**config.mk**
```make
export PLATFORM = sky130hd
export DESIGN_NAME = cell_stream_controller_flat
export DESIGN_NICKNAME = d
export VERILOG_FILES = /design/src/rtl/cell_stream_controller_if.sv /design/src/rtl/cell_stream_controller.sv /design/src/flat_wrapper.sv
export SDC_FILE = /design/constraint.sdc
export NUM_CORES = 1
export LEC_CHECK = 0
export ABC_AREA = 1
export BUFFER_PORTS_ARGS = -buffer_cell sky130_fd_sc_hd__buf_2
export CAP_MARGIN = 20
export CORE_MARGIN = 8
export CORE_UTILIZATION = 40
export DETAILED_ROUTE_END_ITERATION = 12
export PLACE_DENSITY = 0.66
export SYNTH_ARGS = -nofsm -noshare
export SYNTH_HDL_FRONTEND = slang
export SYNTH_SLANG_ARGS = --single-unit
```
**constraint.sdc**
```tcl
create_clock -name clk -period 1.5 [get_ports clk]
set_input_delay 0.225 -clock clk [delete_from_list [all_inputs] [get_ports clk]]
set_output_delay 0.225 -clock clk [all_outputs]
set_load 0.01 [all_outputs]
```
**src/rtl/cell_stream_controller_if.sv**
```systemverilog
// Pixel-group, cell-buffer and cell-cache signals of the cell stream controller.
// The controller uses the master modport; its neighbours use slave.
interface cell_stream_controller_if #(
  parameter int unsigned FRAME_ROW_CNUM = 30,
  parameter int unsigned FRAME_COL_CNUM = 40,
  parameter int unsigned CELL_ROW_PNUM  = 8,
  parameter int unsigned PG_CELL_NUM    = 4
);
  localparam int unsigned CELL_NUM     = FRAME_ROW_CNUM * FRAME_COL_CNUM;
  localparam int unsigned PGCOL_NUM    = FRAME_COL_CNUM / PG_CELL_NUM;
  localparam int unsigned ROW_ADDR_W   = (FRAME_ROW_CNUM > 1) ? $clog2(FRAME_ROW_CNUM) : 1;
  localparam int unsigned CROW_ADDR_W  = (CELL_ROW_PNUM > 1) ? $clog2(CELL_ROW_PNUM) : 1;
  localparam int unsigned PGCOL_ADDR_W = (PGCOL_NUM > 1) ? $clog2(PGCOL_NUM) : 1;
  localparam int unsigned CELL_ADDR_W  = (CELL_NUM > 1) ? $clog2(CELL_NUM) : 1;
  localparam int unsigned COL_ADDR_W   = (FRAME_COL_CNUM > 1) ? $clog2(FRAME_COL_CNUM) : 1;

  logic                    pgroup_valid_i;
  logic                    pgroup_ready_o;
  logic                    pgroup_wr_en_o;
  logic [ROW_ADDR_W-1:0]   row_addr_o;
  logic [CROW_ADDR_W-1:0]  crow_addr_o;
  logic [PGCOL_ADDR_W-1:0] pgcol_addr_o;
  logic                    cell_wr_valid_o;
  logic                    cell_wr_ready_i;
  logic [CELL_ADDR_W-1:0]  cell_wr_addr_o;
  logic [COL_ADDR_W-1:0]   cell_col_addr_o;
  logic                    cell_fetch_start_o;
  logic                    frame_complete_o;
  logic                    busy_o;

  modport master (
    input  pgroup_valid_i,
    input  cell_wr_ready_i,
    output pgroup_ready_o,
    output pgroup_wr_en_o,
    output row_addr_o,
    output crow_addr_o,
    output pgcol_addr_o,
    output cell_wr_valid_o,
    output cell_wr_addr_o,
    output cell_col_addr_o,
    output cell_fetch_start_o,
    output frame_complete_o,
    output busy_o
  );

  modport slave (
    output pgroup_valid_i,
    output cell_wr_ready_i,
    input  pgroup_ready_o,
    input  pgroup_wr_en_o,
    input  row_addr_o,
    input  crow_addr_o,
    input  pgcol_addr_o,
    input  cell_wr_valid_o,
    input  cell_wr_addr_o,
    input  cell_col_addr_o,
    input  cell_fetch_start_o,
    input  frame_complete_o,
    input  busy_o
  );
endinterface

```
**src/rtl/cell_stream_controller.sv**
```systemverilog
// Sequences raster-ordered pixel groups into the cell buffer and streams each
// completed group of cells into the cell cache, with backpressure and frame abort.
module cell_stream_controller #(
  parameter int unsigned FRAME_ROW_CNUM = 30,
  parameter int unsigned FRAME_COL_CNUM = 40,
  parameter int unsigned CELL_ROW_PNUM  = 8,
  parameter int unsigned PG_CELL_NUM    = 4,
  parameter int unsigned QSTART_ROWS    = 2
) (
  input  logic                     clk,
  input  logic                     rst_n,
  input  logic                     frame_abort_i,
  cell_stream_controller_if.master bus
);
  localparam int unsigned CELL_NUM     = FRAME_ROW_CNUM * FRAME_COL_CNUM;
  localparam int unsigned PGCOL_NUM    = FRAME_COL_CNUM / PG_CELL_NUM;
  localparam int unsigned ROW_ADDR_W   = (FRAME_ROW_CNUM > 1) ? $clog2(FRAME_ROW_CNUM) : 1;
  localparam int unsigned CROW_ADDR_W  = (CELL_ROW_PNUM > 1) ? $clog2(CELL_ROW_PNUM) : 1;
  localparam int unsigned PGCOL_ADDR_W = (PGCOL_NUM > 1) ? $clog2(PGCOL_NUM) : 1;
  localparam int unsigned CELL_ADDR_W  = (CELL_NUM > 1) ? $clog2(CELL_NUM) : 1;
  localparam int unsigned COL_ADDR_W   = (FRAME_COL_CNUM > 1) ? $clog2(FRAME_COL_CNUM) : 1;
  localparam int unsigned SC_W         = (PG_CELL_NUM > 1) ? $clog2(PG_CELL_NUM) : 1;

  localparam logic [ROW_ADDR_W-1:0]   ROW_LAST   = ROW_ADDR_W'(FRAME_ROW_CNUM - 1);
  localparam logic [CROW_ADDR_W-1:0]  CROW_LAST  = CROW_ADDR_W'(CELL_ROW_PNUM - 1);
  localparam logic [PGCOL_ADDR_W-1:0] PGCOL_LAST = PGCOL_ADDR_W'(PGCOL_NUM - 1);
  localparam logic [CELL_ADDR_W-1:0]  CELL_LAST  = CELL_ADDR_W'(CELL_NUM - 1);
  localparam logic [CELL_ADDR_W-1:0]  QS_LAST    = CELL_ADDR_W'(QSTART_ROWS * FRAME_COL_CNUM - 1);
  localparam logic [SC_W-1:0]         SC_LAST    = SC_W'(PG_CELL_NUM - 1);

  typedef enum logic {StAccept, StStore} state_e;

  state_e                  state_q, state_d;
  logic [ROW_ADDR_W-1:0]   row_q, row_d;
  logic [CROW_ADDR_W-1:0]  crow_q, crow_d;
  logic [PGCOL_ADDR_W-1:0] pgcol_q, pgcol_d;
  logic [PGCOL_ADDR_W-1:0] base_q, base_d;
  logic [SC_W-1:0]         sc_q, sc_d;
  logic [CELL_ADDR_W-1:0]  cell_addr_q, cell_addr_d;
  logic                    start_q, start_d;
  logic                    done_q, done_d;

  logic pg_ready, cw_valid, pg_hs, cw_hs;

  // State register; abort behaves exactly like reset.
  always_ff @(posedge clk) begin
    if (!rst_n || frame_abort_i) begin
      state_q <= StAccept;
    end else begin
      state_q <= state_d;
    end
  end

  always_comb begin
    state_d = state_q;
    unique case (state_q)
      StAccept: if (pg_hs && crow_q == CROW_LAST) state_d = StStore;
      StStore:  if (cw_hs && sc_q == SC_LAST)     state_d = StAccept;
      default:  state_d = StAccept;
    endcase
  end

  // Abort masks both handshakes in its own cycle.
  always_comb begin
    pg_ready = 1'b0;
    cw_valid = 1'b0;
    unique case (state_q)
      StAccept: pg_ready = ~frame_abort_i;
      StStore:  cw_valid = ~frame_abort_i & rst_n;
      default:  ;
    endcase
  end

  assign pg_hs = pg_ready & bus.pgroup_valid_i & rst_n;
  assign cw_hs = cw_valid & bus.cell_wr_ready_i;

  always_comb begin
    row_d       = row_q;
    crow_d      = crow_q;
    pgcol_d     = pgcol_q;
    base_d      = base_q;
    sc_d        = sc_q;
    cell_addr_d = cell_addr_q;
    start_d     = 1'b0;
    done_d      = 1'b0;
    if (pg_hs) begin
      if (crow_q == CROW_LAST) begin
        base_d = pgcol_q;
        sc_d   = '0;
      end
      if (pgcol_q == PGCOL_LAST) begin
        pgcol_d = '0;
        if (crow_q == CROW_LAST) begin
          crow_d = '0;
          row_d  = (row_q == ROW_LAST) ? '0 : row_q + 1'b1;
        end else begin
          crow_d = crow_q + 1'b1;
        end
      end else begin
        pgcol_d = pgcol_q + 1'b1;
      end
    end
    if (cw_hs) begin
      sc_d        = (sc_q == SC_LAST) ? '0 : sc_q + 1'b1;
      cell_addr_d = (cell_addr_q == CELL_LAST) ? '0 : cell_addr_q + 1'b1;
      start_d     = (cell_addr_q == QS_LAST);
      done_d      = (cell_addr_q == CELL_LAST);
    end
  end

  always_ff @(posedge clk) begin
    if (!rst_n || frame_abort_i) begin
      row_q       <= '0;
      crow_q      <= '0;
      pgcol_q     <= '0;
      base_q      <= '0;
      sc_q        <= '0;
      cell_addr_q <= '0;
      start_q     <= 1'b0;
      done_q      <= 1'b0;
    end else begin
      row_q       <= row_d;
      crow_q      <= crow_d;
      pgcol_q     <= pgcol_d;
      base_q      <= base_d;
      sc_q        <= sc_d;
      cell_addr_q <= cell_addr_d;
      start_q     <= start_d;
      done_q      <= done_d;
    end
  end

  assign bus.pgroup_ready_o     = pg_ready;
  assign bus.pgroup_wr_en_o     = pg_hs;
  assign bus.row_addr_o         = row_q;
  assign bus.crow_addr_o        = crow_q;
  assign bus.pgcol_addr_o       = pgcol_q;
  assign bus.cell_wr_valid_o    = cw_valid;
  assign bus.cell_wr_addr_o     = cell_addr_q;
  assign bus.cell_col_addr_o    = COL_ADDR_W'(32'(base_q) * PG_CELL_NUM + 32'(sc_q));
  assign bus.cell_fetch_start_o = start_q;
  assign bus.frame_complete_o   = done_q;
  assign bus.busy_o = (state_q == StStore) | (|row_q) | (|crow_q) | (|pgcol_q) | (|sc_q) |
                      (|cell_addr_q);
endmodule
```
**src/flat_wrapper.sv**
```systemverilog
// flat-port wrapper written by rule: the top's interface ports become plain ports
module cell_stream_controller_flat 
#(
  parameter int unsigned FRAME_ROW_CNUM = 30,
  parameter int unsigned FRAME_COL_CNUM = 40,
  parameter int unsigned CELL_ROW_PNUM  = 8,
  parameter int unsigned PG_CELL_NUM    = 4,
  parameter int unsigned QSTART_ROWS    = 2
)
  (clk, rst_n, frame_abort_i, bus_pgroup_valid_i, bus_cell_wr_ready_i, bus_pgroup_ready_o, bus_pgroup_wr_en_o, bus_row_addr_o, bus_crow_addr_o, bus_pgcol_addr_o, bus_cell_wr_valid_o, bus_cell_wr_addr_o, bus_cell_col_addr_o, bus_cell_fetch_start_o, bus_frame_complete_o, bus_busy_o);
  cell_stream_controller_if #(.FRAME_ROW_CNUM(FRAME_ROW_CNUM), .FRAME_COL_CNUM(FRAME_COL_CNUM), .CELL_ROW_PNUM(CELL_ROW_PNUM), .PG_CELL_NUM(PG_CELL_NUM)) bus_i ();
  input  logic clk;
  input  logic rst_n;
  input  logic frame_abort_i;
  input wire logic [$bits(bus_i.pgroup_valid_i)-1:0] bus_pgroup_valid_i;
  input wire logic [$bits(bus_i.cell_wr_ready_i)-1:0] bus_cell_wr_ready_i;
  output wire logic [$bits(bus_i.pgroup_ready_o)-1:0] bus_pgroup_ready_o;
  output wire logic [$bits(bus_i.pgroup_wr_en_o)-1:0] bus_pgroup_wr_en_o;
  output wire logic [$bits(bus_i.row_addr_o)-1:0] bus_row_addr_o;
  output wire logic [$bits(bus_i.crow_addr_o)-1:0] bus_crow_addr_o;
  output wire logic [$bits(bus_i.pgcol_addr_o)-1:0] bus_pgcol_addr_o;
  output wire logic [$bits(bus_i.cell_wr_valid_o)-1:0] bus_cell_wr_valid_o;
  output wire logic [$bits(bus_i.cell_wr_addr_o)-1:0] bus_cell_wr_addr_o;
  output wire logic [$bits(bus_i.cell_col_addr_o)-1:0] bus_cell_col_addr_o;
  output wire logic [$bits(bus_i.cell_fetch_start_o)-1:0] bus_cell_fetch_start_o;
  output wire logic [$bits(bus_i.frame_complete_o)-1:0] bus_frame_complete_o;
  output wire logic [$bits(bus_i.busy_o)-1:0] bus_busy_o;
  assign bus_i.pgroup_valid_i = bus_pgroup_valid_i;
  assign bus_i.cell_wr_ready_i = bus_cell_wr_ready_i;
  assign bus_pgroup_ready_o = bus_i.pgroup_ready_o;
  assign bus_pgroup_wr_en_o = bus_i.pgroup_wr_en_o;
  assign bus_row_addr_o = bus_i.row_addr_o;
  assign bus_crow_addr_o = bus_i.crow_addr_o;
  assign bus_pgcol_addr_o = bus_i.pgcol_addr_o;
  assign bus_cell_wr_valid_o = bus_i.cell_wr_valid_o;
  assign bus_cell_wr_addr_o = bus_i.cell_wr_addr_o;
  assign bus_cell_col_addr_o = bus_i.cell_col_addr_o;
  assign bus_cell_fetch_start_o = bus_i.cell_fetch_start_o;
  assign bus_frame_complete_o = bus_i.frame_complete_o;
  assign bus_busy_o = bus_i.busy_o;
  cell_stream_controller #(.FRAME_ROW_CNUM(FRAME_ROW_CNUM), .FRAME_COL_CNUM(FRAME_COL_CNUM), .CELL_ROW_PNUM(CELL_ROW_PNUM), .PG_CELL_NUM(PG_CELL_NUM), .QSTART_ROWS(QSTART_ROWS)) u_core (.clk(clk), .rst_n(rst_n), .frame_abort_i(frame_abort_i), .bus(bus_i));
endmodule
```
==> flow_metrics.env <==
export IMPL_dpl_instance_area_um2=2022
export IMPL_drc_errors=0
export IMPL_slew_violations=0
export IMPL_fp_dieW_um=82.15
export IMPL_dp_hpwl_mm=3.294
export IMPL_relSlewSlack_pct=74.58
export IMPL_grt_total_usage_pct=13.78
export IMPL_final_nets=305
export IMPL_rows=24
export IMPL_chipHeight_um=82.15
export IMPL_criticalPathCategory="register to primary output"
export IMPL_synth_distinct_cells=30
export IMPL_grt_pass1_wl_mm=7.231
export IMPL_status="finished with violations"
export IMPL_maxCapViolCount=0
export IMPL_final_cell_area_um2=2232
export IMPL_startpoint_type="register"
export IMPL_h_tree_depth=2
export IMPL_cts_sinks=32
export IMPL_placedCellCount=330
export IMPL_grt_pass1_vias=1580
export IMPL_synthCells=237
export IMPL_critical_path_arrival_ps=1340
export IMPL_cts_tree="built"
export IMPL_yosys_area_top_type="dfxtp_1"
export IMPL_fin_ws_ps=-62.54
export IMPL_synth_top_cell_area_share_pct=36.60
export IMPL_synth_nets=252
export IMPL_io_pins=40
export IMPL_yosysWarnings=0
export IMPL_start_util_pct=40.76
export IMPL_numCtsBuffers=5
export IMPL_worstPathRequired_ps=1270
export IMPL_vias_per_cell=4.784
export IMPL_timing_fmax_mhz=640.0
export IMPL_cts_root_buf="clkbuf_8"
export IMPL_die_area_um2=6749
export IMPL_finalSetupTns_ps=-62.54
export IMPL_syn_avg_cell_area_um2=7.386
export IMPL_core_region_area_um2=4294
export IMPL_ant_nets=0
export IMPL_drtIter0Drc=142
export IMPL_utilization_pct=51.98
export IMPL_gp_congestion=0.8146
export IMPL_grt_setup_unrepaired="true"
export IMPL_worstSkewPairLatency_ps=290
export IMPL_ys_ff_latch=32
export IMPL_fin_cells=343
export IMPL_cts_clk_slew_worst_paths_ps=70
export IMPL_min_period_ps=1563
export IMPL_setup_violations=1
export IMPL_grt_ovfl_total=0
export IMPL_synthTopCellsByArea="dfxtp_1 37%, nand2_1 9.0%, ha_1 7.1%"
export IMPL_worst_pin_slew_ps=378.3
export IMPL_firstDrtPassIters=4
export IMPL_p_per_area_nw_per_um2=712.7
export IMPL_hold_violations=0
export IMPL_routedWlPerCell_um=12.75
export IMPL_endpoint_kind="primary output"
export IMPL_n_fill_cell=422
export IMPL_ir_drop_mv=0.4862
export IMPL_io_buffers=39
export IMPL_hold_class="input pin to register"
export IMPL_violations="negative setup slack"
export IMPL_drive_above_1_share_pct=37.11
export IMPL_hold_slack_ps=303.7
export IMPL_critPathMaxFanout=4
export IMPL_antenna_found_initial=0
export IMPL_period_share_pct=104.2
export IMPL_finClkSkew_ps=3.571
export IMPL_antennaDiodeCount=0
export IMPL_leakage_nw=1.011
export IMPL_clock_path_buffers=2
export IMPL_via_count=1641
export IMPL_syn_to_final_growth_pct=27.52
export IMPL_wl_mm=4.373
export IMPL_grt_max_degree=12
export IMPL_ys_seq_area_share_pct=36.60
export IMPL_netlist_area_um2=1750
-- stage by stage --
step           total power [W]  worst slack [ps]
5_1_grt               0.001648            -153.9
2_1_floorplan        0.0009004             194.8
4_1_cts               0.001617            -63.29
3_5_place_dp         0.0009235             95.84
3_3_place_gp         0.0009235             174.9
6_report              0.001591            -62.54
-- worst max-delay path, cell delays in order, from the launching register on --
cell     delay [ps]
dfxtp_4         360
inv_4            60
ha_4            120
nand2_2          50
nor3_2          150
nand4_1         130
buf_2           170
-- cells in the final DEF (no fill, tap or decap), types with 4 or more instances in the layout --
cell,instances
nand2_1,41
buf_2,39
nor2_1,29
inv_1,28
nand3_1,19
dfxtp_1,16
dfxtp_2,14
a21oi_1,13
buf_4,10
o21ai_0,9
ha_1,8
nand4_1,6
clkbuf_8,6
inv_2,5
nor2_4,5
nor3_1,5
nand3_2,4
o21ai_2,4
-- flip-flops by register name, indices dropped and copies added (netlist names) --
signal,cells
u_core.base_q,4
u_core.bus.cell_fetch_start_o,1
u_core.bus.cell_wr_addr_o,11
u_core.bus.crow_addr_o,3
u_core.bus.frame_complete_o,1
u_core.bus.pgcol_addr_o,4
u_core.bus.row_addr_o,5
u_core.sc_q,2
u_core.state_q,1
-- routing by layer --
metal	GRT usage, %	vias to the layer above	share of wire [%]
li1	-	872	-
met4	6.316	0	0.87
met5	0	-	0
met2	22.42	35	48
met1	16.60	730	46
met3	3.680	4	4.9
-- layout make-up --
| class | instances | area (um2) | area share (%) |
|---|---|---|---|
| Clock buffer | 6 | 82.58 | 3.700 |
| Clock inverter | 2 | 10.01 | 0.4484 |
| Inverter | 36 | 142.6 | 6.390 |
| Multi-Input combinational cell | 166 | 996.0 | 44.62 |
| Sequential cell | 32 | 665.6 | 29.82 |
| Tap cell | 52 | 65.06 | 2.915 |
| Timing Repair Buffer | 49 | 270.3 | 12.11 |
-- synthesized netlist by cell type --
library cell   n
nand2_1       42
inv_1         33
dfxtp_1       32
nor2_1        32
nand3_1       20
a21oi_1       13
ha_1          10
o21ai_0        9
nand4_1        6
nor3_1         6
nor2_4         4
o21ai_2        4
nand3_2        3
buf_6          2
inv_2          2
nand2_2        2
nor4_1         2
xnor2_1        2
xor2_1         2
a21o_1         1
a21oi_2        1
and3_1         1
clkbuf_1       1
inv_4          1
nand3_4        1
nand4_2        1
nor2_2         1
nor3_2         1
o211ai_1       1
o21bai_4       1
-- report_power, final --
| group | total, W | switching, W | internal (W) |
|---|---|---|---|
| clock | 0.000690 | 0.000325 | 0.000366 |
| combinational | 0.0000531 | 0.0000360 | 0.0000171 |
| sequential | 0.000847 | 0.00000112 | 0.000846 |
| total | 0.00159 | 0.000362 | 0.00123 |
-- kinds of logic (layout without fill, tap and decap cells) --
family	count (synthesis)	after routing	synth area share (%)
fa+ha+maj	10	10	7.148
compound gates	30	30	10.72
simple gates	122	122	34.17
flops	32	32	36.60
xor+xnor	4	4	2.002
buf+inv	39	93	9.364
-- timing repair --
action,in CTS,in global routing
resized for setup,17,19
pin swaps,7,5
setup buffers,3,2
hold buffers,0,0
setup endpoints to repair,1,4
-- final timing paths --
check	start	to	slack (ps)	depth (start not counted)
setup reg to reg	u_core.bus.cell_wr_addr_o[0]	u_core.bus.cell_wr_addr_o[8]	120	9
hold reg to reg	u_core.base_q[2]	u_core.base_q[2]	490	2
setup / recovery	u_core.bus.row_addr_o[1]	bus_busy_o	-60	6
hold / removal	bus_pgroup_valid_i	u_core.bus.pgcol_addr_o[2]	300	3
(Power assumes the default switching activity.)
